## src/rtl/wave_channel_sched.sv

```systemverilog
// wave_channel_sched: round-robin scheduler feeding four channels' parameters to one shared compute datapath.
// Define SCHED_TIMEOUT_EN to abort a WAIT after TIMEOUT cycles (result 12'hFFF, sticky timeout_err).
module wave_channel_sched #(
    parameter int TIMEOUT = 255
) (
    input  logic        clk,
    input  logic        reset,
    input  logic        cfg_we,
    input  logic [1:0]  cfg_ch,
    input  logic [1:0]  cfg_sel,
    input  logic [11:0] cfg_data,
    input  logic [3:0]  ch_en,
    output logic [11:0] cmp_amp,
    output logic [11:0] cmp_phaseoffset,
    output logic [11:0] cmp_deltat,
    output logic [11:0] cmp_freq,
    output logic        cmp_start,
    input  logic        cmp_done,
    input  logic [11:0] cmp_result,
    output logic        out_valid,
    output logic [1:0]  out_ch,
    output logic [11:0] out_data,
    output logic        busy
`ifdef SCHED_TIMEOUT_EN
   ,output logic        timeout_err
`endif
);
    typedef enum logic [1:0] {IDLE, ISSUE, WAIT, STORE} state_t;

    if (TIMEOUT < 1 || TIMEOUT > 255) begin : g_bad_timeout
        $error("TIMEOUT must be within 1..255");
    end

    state_t      state_q;
    logic [11:0] par_q [4][4];
    logic [1:0]  last_q, ch_q, pick;
`ifdef SCHED_TIMEOUT_EN
    logic [7:0]  cnt_q;
`endif

    // Scan downward so the enabled channel nearest after last_q wins.
    always_comb begin
        pick = last_q;
        for (int i = 4; i >= 1; i--)
            if (ch_en[2'(last_q + 2'(i))]) pick = 2'(last_q + 2'(i));
    end

    assign busy = state_q != IDLE;

    always_ff @(posedge clk or posedge reset) begin
        if (reset) begin
            state_q         <= IDLE;
            last_q          <= 2'd3;
            ch_q            <= '0;
            cmp_amp         <= '0;
            cmp_phaseoffset <= '0;
            cmp_deltat      <= '0;
            cmp_freq        <= '0;
            cmp_start       <= 1'b0;
            out_valid       <= 1'b0;
            out_ch          <= '0;
            out_data        <= '0;
            for (int c = 0; c < 4; c++)
                for (int s = 0; s < 4; s++)
                    par_q[c][s] <= '0;
`ifdef SCHED_TIMEOUT_EN
            cnt_q           <= '0;
            timeout_err     <= 1'b0;
`endif
        end else begin
            if (cfg_we) par_q[cfg_ch][cfg_sel] <= cfg_data;
            cmp_start <= 1'b0;
            out_valid <= 1'b0;
            case (state_q)
                IDLE: if (|ch_en) begin
                    ch_q            <= pick;
                    cmp_amp         <= par_q[pick][0];
                    cmp_phaseoffset <= par_q[pick][1];
                    cmp_deltat      <= par_q[pick][2];
                    cmp_freq        <= par_q[pick][3];
                    cmp_start       <= 1'b1;
                    state_q         <= ISSUE;
                end
                ISSUE: begin
                    state_q <= WAIT;
`ifdef SCHED_TIMEOUT_EN
                    cnt_q   <= '0;
`endif
                end
                WAIT: if (cmp_done) begin
                    out_data  <= cmp_result;
                    out_ch    <= ch_q;
                    out_valid <= 1'b1;
                    state_q   <= STORE;
                end
`ifdef SCHED_TIMEOUT_EN
                else if (cnt_q == 8'(TIMEOUT - 1)) begin
                    out_data    <= 12'hFFF;
                    out_ch      <= ch_q;
                    out_valid   <= 1'b1;
                    timeout_err <= 1'b1;
                    state_q     <= STORE;
                end else begin
                    cnt_q <= cnt_q + 8'd1;
                end
`endif
                STORE: begin
                    last_q  <= ch_q;
                    state_q <= IDLE;
                end
                default: state_q <= IDLE;
            endcase
        end
    end
endmodule
```

## config.mk

```make
export PLATFORM = sky130hd
export DESIGN_NAME = wave_channel_sched
export DESIGN_NICKNAME = d
export VERILOG_FILES = /design/src/rtl/wave_channel_sched.sv
export SDC_FILE = /design/constraint.sdc
export NUM_CORES = 1
export LEC_CHECK = 0
export CAP_MARGIN = 20
export CORE_ASPECT_RATIO = 1.1
export CORE_UTILIZATION = 30
export DETAILED_ROUTE_END_ITERATION = 10
export SYNTH_ARGS = -nofsm -noshare
export SYNTH_HDL_FRONTEND = slang
export SYNTH_SLANG_ARGS = --single-unit
```

## constraint.sdc

```tcl
create_clock -name clk -period 11.15 [get_ports clk]
set_input_delay 1.6725 -clock clk [delete_from_list [all_inputs] [get_ports clk]]
set_output_delay 1.6725 -clock clk [all_outputs]
set_load 0.02 [all_outputs]
```

# Yosys cells after proc, flatten, opt, wreduce, memory -nomap -nowiden
# Index checks and enable logic that the tools add are counted.
[totals] regBits=262 latch_bits=0 ramBits=0 mem_bits_ro=0 output_inout_bits=65 word_cells=78 n_memories=0
[op_classes] n_addsub=3 n_mul=0 div_mod_pow=0 magnitude_cmp=8 eq_ne=5 shifts=0 muxes=24 n_bitwise=3 n_reduce_logical=8
[ops] operator="$bwmux W192" n=1
[ops] operator="$mux W48" n=3
[ops] operator="$bmux W48 S2" n=1
[ops] operator="$demux W48 S2" n=1
[ops] operator="$demux W12 S2" n=1
[ops] operator="$mux W12" n=1
[ops] operator="$mux W2" n=5
[ops] operator="$ge A3 B3 Y1 const B" n=3
[ops] operator="$lt A2 B3 Y1 const B" n=3
[ops] operator="$not A2 Y3" n=3
[ops] operator="$pmux W2 S4" n=1
[ops] operator="$mux W1" n=7
[ops] operator="$bmux W1 S2" n=3
[ops] operator="$lt A3 B1 Y1 const B" n=2
[ops] operator="$reduce_and A2 Y1" n=3
[ops] operator="$add A2 B2 Y2 const B" n=2
[ops] operator="$eq A2 B2 Y1 const B" n=2
[ops] operator="$ne A2 B2 Y1 const B" n=2
[ops] operator="$reduce_or A4 Y1" n=1
[ops] operator="$add A2 B1 Y2 const B" n=1
[ops] operator="$eq A2 B1 Y1 const B" n=1
[ops] operator="$logic_and A1 B1 Y1" n=2
[ops] operator="$logic_not A2 Y1" n=1
[ops] operator="$reduce_bool A2 Y1" n=1

# Longest topological paths before layout
[depth] ltp_word=10 ltp_mapped=9

# Least setup slack after synthesis
# No wires, ideal clock.
[synth_path] path_type="input port to flip-flop" startpoint="in ch_en[0]" endpoint="reg cmp_deltat[10]" t_arrival_ns=2.836 slack_ns=8.191 stages=8 cell_sequence="or3b_1 > o221a_1 > buf_2 > buf_6 > buf_6 > nand2_1 > nand3_1 > o221a_2"
[synth_between] elab_chain_cells=9 elab_cells_between_ends=15
[synth_lines] item="start, declared" line="12" source="input logic [3:0] ch_en,"
[synth_lines] item="$bmux W1 S2" line="45" source="if (ch_en[2'(last_q + 2'(i))]) pick = 2'(last_q + 2'(i));"
[synth_lines] item="$mux W1 (not written as such)" line="45"
[synth_lines] item="$mux W2 (3 in a row)" line="45"
[synth_lines] item="$not A2 Y3 (not written as such)" line="79" source="cmp_deltat <= par_q[pick][2];"
[synth_lines] item="$bmux W48 S2" line="79"
[synth_lines] item="$mux W48 (2 in a row)"
[synth_lines] item="end signal, assigned" line="79"
[synth_lines] item="end, declared" line="15" source="output logic [11:0] cmp_deltat,"
# Several ways; a longest one is shown, not always the timed one. The select of a mux whose other input is x is not followed.
# A chain may end at the register's enable or synchronous reset.

# Worst setup path in the final report
[layout_path] startpoint="in ch_en[2]" endpoint="reg cmp_deltat[5]"
# Same word-level chain as after synthesis.

==> results by group <==
Min path
  – Worst hold path type: register to register
  – Hold Startpoint: out_data[11]$_DFFE_PP0P_

Detailed routing
  – WL final: 27.7 mm
  – Drt first pass iters: 4
  – # DRC: 0
  – DR iter-0 viols: 531
  – Vias: 7335
  – Post-route ant nets: 0
  – Routed len/inst: 18.1 um
  – DR vias/cell: 4.79

Synth
  – Syn Nets: 972
  – Flops & latches, synth: 262
  – Netlist cell types: 33
  – YS warnings: 0
  – Cell area after synthesis: 11300 um^2
  – Avg Cell Area, Syn: 12.1 um^2
  – Sequential share of the synthesized area: 0.581
  – Syn Inst Count: 933

Power and ir drop
  – Internal Power: 2.39 mW
  – Sequential share of power: 0.396
  – Pleak: 5.93 nW
  – Clock network power share: 0.248
  – Max VDD drop: 0.104 mV
  – PD cells: 264 nW/um^2
  – Sw frac: 0.336
  – Comb pwr share: 0.356
  – NetSw: 1.21 mW

GRT
  – Vias in the first global route: 7834
  – Met1 Use GR: 0.194
  – Total grt overflow: 0
  – GRT busiest layer: met2
  – Met3 Usage GRT: 0.0283
  – Initial antenna violation count: 2
  – Pin count of the biggest net entering global routing: 113
  – Grt met2 use: 0.248
  – Total track usage: 0.148
  – First-pass GRT wire length: 44.8 mm

Clocking
  – Num CTS Buffers: 28
  – Setup Fix Bufs, Post-CTS: 0
  – Clk sinks: 262
  – CTS Hold Buffers Added: 0
  – Clock root buffer: clkbuf_16
  – Clock Path Buffers: 3
  – Clk_lat worst skew: 540 ps
  – PostCTS Resize Cnt: 0
  – Clock transition at the registers of the reported paths: 60 ps
  – H-tree levels: 1
  – CTS tree: yes

Placement
  – Area after DPL: 12700 um^2
  – Post-DP HPWL: 16.1 mm
  – Pre-CTS WS: 6320 ps
  – DP Cell Count: 1479
  – Global placement routability congestion: 0.712
  – Port Buffer Count: 100

Finish
  – Finished Layout Cells: 1531
  – Area grow syn2layout: 21.1%
  – # fillers: 3591
  – Post-route cell area: 13700 um^2
  – Layout cells sized above 1: 0.306
  – # nets final: 1055

Worst setup path
  – Reg2reg start: last_q[1]$_DFFE_PP1N_
  – Cell Chain, Critical Path: clkdlybuf4s50_1, mux2_4, o221ai_4, buf_4, nand2_1, nand3_1, o221a_2
  – Critical path peak fanout: 68
  – Crit end category: register
  – Worst EP required: 11630 ps
  – Buf/Inv on CP: 2
  – Critical Path Max Stage Delay: 790 ps
  – Worst path slowest cell: buf_4
  – Delay-heaviest family, CP: buffers and inverters
  – Critical path class: input pin to register
  – Setup crit start: ch_en[2]
  – Crit path launch type: input pin
  – Critical Path AT: 4500 ps

STA
  – Final Max Slew Viols: 0
  – Setup TNS: 0 ps
  – Slew Limit Headroom: 0.351
  – Worst slew pin tran: 970 ps
  – Final worst path period share: 0.361
  – # setup viols final: 0
  – Clk_skew: 11.0 ps
  – Max Freq: 248 MHz
  – Final hold violation count: 0
  – Setup repair after global routing missed its margin: false
  – Crit path time final: 4030 ps
  – Worst setup margin: 7120 ps

Floorplanning
  – Io pins: 101
  – Die width: 187 um
  – Die Y: 205 um
  – Core Box Area: 37100 um^2
  – Die Area: 38400 um^2
  – Initial core utilization: 0.304
  – # rows: 74

Job
  – # Max-Cap Violations: 0

Run status
  – Status: finished clean
## cells by family after synthesis
family                   share of synthesized area
AND/OR/NAND/NOR                              0.118
flip-flops                                   0.581
multiplexers                                 0.208
buffers and inverters                       0.0326
AO/OA/AOI/OAI                               0.0564
adder cells (fa/ha/maj)                    0.00333
## power groups by stage
stage | combinational [mW] | sequential [mW] | clock, mW
2_1_floorplan | 0.724 | 1.54 | 0
3_3_place_gp | 1.28 | 1.44 | 0
3_5_place_dp | 1.30 | 1.45 | 0
4_1_cts | 1.31 | 1.43 | 0.926
5_1_grt | 1.41 | 1.47 | 0.959
6_report | 1.28 | 1.43 | 0.896
## layout make-up
cell class              count  area, um^2  area share
clock inverters             8        57.6     0.00421
inverters                   9        41.3     0.00302
repair buffers            118        1160      0.0846
clock buffers              42         843      0.0617
well taps                 494         618      0.0452
multi-input cells         597        4390       0.321
diodes                      1        2.50    0.000183
flip-flops and latches    262        6560       0.480
## per-layer routing
metal	wire length, um	up-vias
met5	13	-
met4	686	2
met3	1260	42
met2	13100	142
met1	12700	3757
li1	-	3392
## placed cells by master, fill, tap and decap left out, drive strengths merged, types with 2 or more instances in the layout
master / instances
a21oi: 2
buf: 18
clkbuf: 42
clkdlybuf4s50: 100
clkinv: 7
dfrtp: 260
dfstp: 2
ha: 3
inv: 9
mux2: 208
nand2: 245
nand2b: 6
nand3: 49
nand3b: 2
nor2: 15
nor2b: 2
o21ai: 4
o221a: 49
or3: 2
## state kept, by name (all words and copies together) (netlist names)
| name | flops |
|---|---|
| cmp_phaseoffset | 12 |
| out_valid | 1 |
| ch_q | 2 |
| cmp_freq | 12 |
| out_ch | 2 |
| cmp_start | 1 |
| cmp_amp | 12 |
| par_q | 192 |
| last_q | 2 |
| cmp_deltat | 12 |
| state_q | 2 |
| out_data | 12 |
## per-stage QoR
step                hold slack, ps  power, mW  utilization
finish                         502       3.61        0.368
global route                   512       3.83        0.368
CTS                            507       3.66        0.367
detailed placement             492       2.75        0.343
global placement               487       2.72        0.343
floorplan                      471       2.26            -
## worst paths after layout
kind	to	slack, ps	depth (start not counted)
setup / recovery	cmp_deltat[5]$_DFFE_PP0P_	7120	7
hold / removal	out_data[11]$_DFFE_PP0P_	500	1
setup reg to reg	cmp_deltat[5]$_DFFE_PP0P_	8130	6
hold reg to reg	out_data[11]$_DFFE_PP0P_	500	1
max in group asynchronous	par_q[83]$_DFFE_PP0P_	7320	5
min in group asynchronous	cmp_start$_DFF_PP0_	1660	2
## synthesized netlist by cell type (all sizes together)
library cell,number,area share
buf,38,0.021
or3,2,0.0011
nand2b,6,0.0033
nand3,49,0.022
nor3b,1,0.00067
mux2,208,0.21
o21a,1,0.00067
a31oi,1,0.00055
a22oi,1,0.00067
o21ai,4,0.0018
or3b,1,0.00078
dfstp,2,0.0047
nand3b,2,0.0013
o22a,1,0.00078
nor2b,2,0.0011
o221ai,1,0.0013
nor3,1,0.00044
inv,9,0.0030
ha,3,0.0033
nor4,1,0.0011
nor2,15,0.0052
a21oi,2,0.00089
nand2,245,0.081
clkbuf,27,0.0090
o221a,49,0.049
dfrtp,260,0.58
o211a,1,0.00089
Power figures use the tool's default switching activity.
